[config.mk]
export PLATFORM = sky130hd
export DESIGN_NAME = cmd_issue_queue
export DESIGN_NICKNAME = d
export VERILOG_FILES = /design/src/rtl/cmd_issue_queue.sv
export SDC_FILE = /design/constraint.sdc
export NUM_CORES = 1
export LEC_CHECK = 0
export BUFFER_PORTS_ARGS = -buffer_cell sky130_fd_sc_hd__buf_2
export CAP_MARGIN = 40
export CORE_ASPECT_RATIO = 0.8
export CORE_UTILIZATION = 50
export CTS_CLUSTER_DIAMETER = 60
export CTS_CLUSTER_SIZE = 25
export DETAILED_ROUTE_END_ITERATION = 10
export PLACE_DENSITY = 0.67
export SYNTH_ARGS = -nofsm -noshare
export SYNTH_HDL_FRONTEND = slang
export SYNTH_SLANG_ARGS = --single-unit
[constraint.sdc]
create_clock -name clk -period 5.1 [get_ports clk]
set_input_delay 0.765 -clock clk [delete_from_list [all_inputs] [get_ports clk]]
set_output_delay 0.765 -clock clk [all_outputs]
set_load 0.005 [all_outputs]
[src/rtl/cmd_issue_queue.sv]
// Command issue queue ahead of the LLC: buffers trace commands, issues cache ops over valid/ready
// and turns control codes into pulses. Define CMD_ISSUE_STATS_EN to build the issue/drop counters.
module cmd_issue_queue #(
    parameter int DEPTH = 8,
    parameter int CMD_W = 41
) (
    input  logic                     clk,
    input  logic                     rst_n,
    input  logic                     in_valid,
    output logic                     in_ready,
    input  logic [CMD_W-1:0]         in_cmd,
    output logic                     out_valid,
    input  logic                     out_ready,
    output logic [CMD_W-1:0]         out_cmd,
    output logic                     clear_req,
    output logic                     print_req,
    output logic                     illegal_cmd,
    output logic [$clog2(DEPTH):0]   level,
    output logic [31:0]              issued_cnt,
    output logic [31:0]              dropped_cnt
);

    localparam int AW = $clog2(DEPTH);
    localparam int LW = AW + 1;

    typedef enum logic [1:0] {S_IDLE, S_ISSUE, S_CTRL} state_t;

    state_t             state_q;
    logic [CMD_W-1:0]   mem_q [DEPTH];
    logic [AW-1:0]      wr_ptr_q, wr_ptr_d;
    logic [AW-1:0]      rd_ptr_q, rd_ptr_d;
    logic [LW-1:0]      count_q, count_d;
    logic               out_valid_q;
    logic [CMD_W-1:0]   out_cmd_q;
    logic               clear_q, print_q, illegal_q;

    logic               push, pop, has_next;
    logic [AW-1:0]      rd_ptr_inc;
    logic [CMD_W-1:0]   next_head;
    logic [3:0]         next_n;

    // Full blocks pushes even when the head leaves in the same cycle.
    assign in_ready   = (count_q != LW'(DEPTH));
    assign push       = in_valid && in_ready;
    assign pop        = ((state_q == S_ISSUE) && out_ready) || (state_q == S_CTRL);
    assign rd_ptr_inc = rd_ptr_q + AW'(1);

    // The head for the next cycle comes only from already-stored entries.
    assign has_next  = pop ? (count_q > LW'(1)) : (count_q != '0);
    assign next_head = pop ? mem_q[rd_ptr_inc] : mem_q[rd_ptr_q];
    assign next_n    = next_head[CMD_W-1 -: 4];

    assign wr_ptr_d = push ? wr_ptr_q + AW'(1) : wr_ptr_q;
    assign rd_ptr_d = pop  ? rd_ptr_inc        : rd_ptr_q;
    assign count_d  = count_q + LW'(push) - LW'(pop);

    always_ff @(posedge clk) begin
        if (push) begin
            mem_q[wr_ptr_q] <= in_cmd;
        end
    end

    always_ff @(posedge clk or negedge rst_n) begin
        if (!rst_n) begin
            wr_ptr_q <= '0;
            rd_ptr_q <= '0;
            count_q  <= '0;
        end else begin
            wr_ptr_q <= wr_ptr_d;
            rd_ptr_q <= rd_ptr_d;
            count_q  <= count_d;
        end
    end

    always_ff @(posedge clk or negedge rst_n) begin
        if (!rst_n) begin
            state_q     <= S_IDLE;
            out_valid_q <= 1'b0;
            out_cmd_q   <= '0;
            clear_q     <= 1'b0;
            print_q     <= 1'b0;
            illegal_q   <= 1'b0;
        end else begin
            out_valid_q <= 1'b0;
            out_cmd_q   <= '0;
            clear_q     <= 1'b0;
            print_q     <= 1'b0;
            illegal_q   <= 1'b0;
            if (!has_next) begin
                state_q <= S_IDLE;
            end else if (next_n <= 4'd6) begin
                state_q     <= S_ISSUE;
                out_valid_q <= 1'b1;
                out_cmd_q   <= next_head;
            end else begin
                state_q   <= S_CTRL;
                clear_q   <= (next_n == 4'd8);
                print_q   <= (next_n == 4'd9);
                illegal_q <= (next_n != 4'd8) && (next_n != 4'd9);
            end
        end
    end

    assign out_valid   = out_valid_q;
    assign out_cmd     = out_cmd_q;
    assign clear_req   = clear_q;
    assign print_req   = print_q;
    assign illegal_cmd = illegal_q;
    assign level       = count_q;

`ifdef CMD_ISSUE_STATS_EN
    logic [31:0] issued_q, dropped_q;

    always_ff @(posedge clk or negedge rst_n) begin
        if (!rst_n) begin
            issued_q  <= '0;
            dropped_q <= '0;
        end else begin
            if (out_valid_q && out_ready) begin
                issued_q <= issued_q + 32'd1;
            end
            if (illegal_q) begin
                dropped_q <= dropped_q + 32'd1;
            end
        end
    end

    assign issued_cnt  = issued_q;
    assign dropped_cnt = dropped_q;
`else
    assign issued_cnt  = 32'h0;
    assign dropped_cnt = 32'h0;
`endif

endmodule

==> impl_metrics.env <==
export IMPL_cts_buffers=27
export IMPL_syn_inst=931
export IMPL_cts_max_path_buffers=3
export IMPL_worst_pin_slew_ps=968
export IMPL_hold_viol_final=0
export IMPL_outcome="finished clean"
export IMPL_wl_met1_mm=15.8
export IMPL_syn_area_per_cell_sq_um=19.2
export IMPL_drive_above_1_share_pct=36.9
export IMPL_ant_nets=0
export IMPL_drc=0
export IMPL_initialDrtViolationCount=651
export IMPL_htreeDepth=1
export IMPL_grt_pass1_vias=9174
export IMPL_slew_headroom_pct=35.5
export IMPL_grt_max_degree=146
export IMPL_dieHeight_microns=171
export IMPL_synth_top_area_share_pct=55.1
export IMPL_min_period_ps=3640
export IMPL_fill_cells=2725
export IMPL_yosys_top_cells_count="edfxtp_1 (328), mux4_2 (163), buf_4 (72)"
export IMPL_synth_area_top_cells="edfxtp_1 (55%), mux4_2 (21%), dfrtp_1 (7.8%), buf_4 (3.0%), a211oi_2 (2.5%)"
export IMPL_gp_congestion=0.742
export IMPL_dp_hpwl_mm=21.6
export IMPL_synth_warnings=0
export IMPL_clk_pin_slew_ps=90
export IMPL_grt_overflow_total=0
export IMPL_tns_ps=0
export IMPL_wl_met2_mm=17.6
export IMPL_ys_seq_elements=384
export IMPL_io_pins=159
export IMPL_finalPower_uw=12600
export IMPL_hold_ws_ps=118
export IMPL_post_place_cells=1462
export IMPL_core_area_sq_mm=0.0350
export IMPL_post_drt_wl_per_cell_microns=23.9
export IMPL_met3RoutedLength_mm=1.82
export IMPL_fmax_ghz=0.275
export IMPL_cts_hold_buffers=0
export IMPL_tritoncts="yes"
export IMPL_rsz0062_at_grt="false"
export IMPL_cp_arrival_ps=4070
export IMPL_firstDrtPassIters=5
export IMPL_p_per_area_mw_per_mm2=643
export IMPL_clkLatencyLatePin_ps=570
export IMPL_end_kind="flop"
export IMPL_synth_most_common_cell="edfxtp_1"
export IMPL_register_area_sq_mm=0.0113
export IMPL_path_class="reg2reg"
export IMPL_critPathLaunchType="flop"
export IMPL_p_leak_uw=0.00675
export IMPL_cts_repair_resized=0
export IMPL_ctsRootBufferMaster="clkbuf_16"
export IMPL_highest_layer="met5"
export IMPL_max_cap_viol_count=0
export IMPL_die_w_microns=213
export IMPL_start_util_pct=51.1
export IMPL_finalCritPeriodShare_pct=71.4
export IMPL_yosysTopAreaCell="edfxtp_1"
export IMPL_dieArea_sq_mm=0.0365
export IMPL_grt_use_total_pct=20.6
export IMPL_crit_fanout=26
export IMPL_synth_area_sq_mm=0.0179
export IMPL_ys_dominant_reg_cell="edfxtp_1"
export IMPL_multiInputGateArea_sq_mm=0.00608
export IMPL_setup_viol=0
export IMPL_fp_row_count=61
export IMPL_instances_no_fill=1513
export IMPL_synth_seq_area_share_pct=63.0
export IMPL_totalWireLength_mm=36.2
export IMPL_synth_distinct_cells=48
export IMPL_grt_pass1_wl_mm=55.3
export IMPL_io_buffers=94
export IMPL_cts_setup_buffers=0
export IMPL_num_vias=8908
export IMPL_fin_nets=1074
export IMPL_vdd_drop_max_mv=0.375
export IMPL_syn_to_final_growth_pct=10.1
export IMPL_synth_edff_count=328
export IMPL_viasPerCell=5.89
export IMPL_synth_async_sr_flop_share_pct=14.6
export IMPL_worst_ep_required_time_ps=5520
export IMPL_drv_slew=0
export IMPL_antenna_found_initial=5
export IMPL_fin_skew_ps=18.2
export IMPL_clock_sinks=384
export IMPL_worstHoldPathType="in2async"
critical path: stages (launching register included):
cell and delay (ps):
dfrtp_4 660, ha_4 600, buf_4 550, buf_4 560, mux4_2 580, nor2b_1 140
a211oi_1 300, a211oi_2 70
per-layer routing:
| metal | vias up | track usage, % |
|---|---|---|
| li1 | 3889 | - |
| met1 | 4722 | 29.2 |
| met2 | 232 | 33.4 |
| met3 | 59 | 3.18 |
| met4 | 6 | 5.28 |
| met5 | - | 0 |
power breakdown:
group / internal [uW] / leakage, uW / switching, uW
clock: 1140 / 0.000458 / 1170
combinational: 2830 / 0.00260 / 3090
sequential: 4030 / 0.00369 / 381
total: 8000 / 0.00675 / 4640
cells in the final DEF, fill, tap and decap left out, drive strengths merged, types with 2 or more instances in the layout:
| cell type | netlist | final |
|---|---|---|
| nand2 | 15 | 15 |
| bufinv | 0 | 2 |
| clkinv | 1 | 11 |
| nor2b | 38 | 38 |
| dfrtp | 56 | 56 |
| conb | 1 | 65 |
| mux2 | 2 | 2 |
| diode | 0 | 2 |
| xnor2 | 3 | 3 |
| buf | 97 | 119 |
| a21o | 2 | 2 |
| mux2i | 39 | 39 |
| mux4 | 164 | 164 |
| xor2 | 3 | 3 |
| clkbuf | 27 | 30 |
| nor3b | 2 | 2 |
| a211oi | 74 | 74 |
| nand3 | 5 | 5 |
| nand2b | 4 | 4 |
| inv | 9 | 16 |
| a21oi | 8 | 8 |
| edfxtp | 328 | 328 |
| o2bb2ai | 2 | 2 |
| o21ai | 6 | 6 |
| nor3 | 4 | 4 |
| ha | 9 | 9 |
| nor2 | 19 | 19 |
cell families after synthesis:
logic type	Yosys count	share of synthesized area [%]
AOI/OAI and AO/OA	98	5.30
xor gates and xnor gates	6	0.336
adders and majority gates	10	0.743
buffers and inverters	134	4.74
DFF	384	63.0
muxes	205	23.0
other	1	0.0210
and+or+nand+nor	93	2.85
layout make-up:
type,instances,area share [%]
Clock inverter,19,1.33
Multi-Input combinational cell,477,30.9
Sequential cell,384,57.3
Antenna cell,2,0.0255
Tap cell,472,3.00
Inverter,10,0.191
Timing Repair Buffer,119,3.75
Clock buffer,30,3.49
sequential cells by signal, indices dropped and copies added, names as in the netlist:
register and count:
mem_q 328, out_cmd 41, level 4, rd_ptr_q 3, wr_ptr_q 3, state_q 2
clear_req 1, illegal_cmd 1, print_req 1
stage by stage:
step / setup WS [ps] / utilization (%) / instance area [sq um]
2_1_floorplan: 681 / - / 18100
3_3_place_gp: 902 / 53.2 / 18600
3_5_place_dp: 1240 / 53.5 / 18700
4_1_cts: 1360 / 56.2 / 19700
5_1_grt: 1160 / 56.3 / 19700
6_report: 1460 / 56.3 / 19700
final timing paths:
kind / start / end / cells after the start / slack, ps
max in group asynchronous: rst_n / rd_ptr_q[2] / 2 / 4420
worst max-delay path: rd_ptr_q[1] / out_cmd[29] / 7 / 1460
worst max register to register: rd_ptr_q[1] / out_cmd[29] / 7 / 1460
worst min-delay path: rst_n / level[0] / 1 / 120
worst min register to register: wr_ptr_q[0] / wr_ptr_q[0] / 2 / 560
min in group clk: in_cmd[4] / mem_q[3][4] / 1 / 460
No activity file was read; power rests on OpenSTA's default activity.
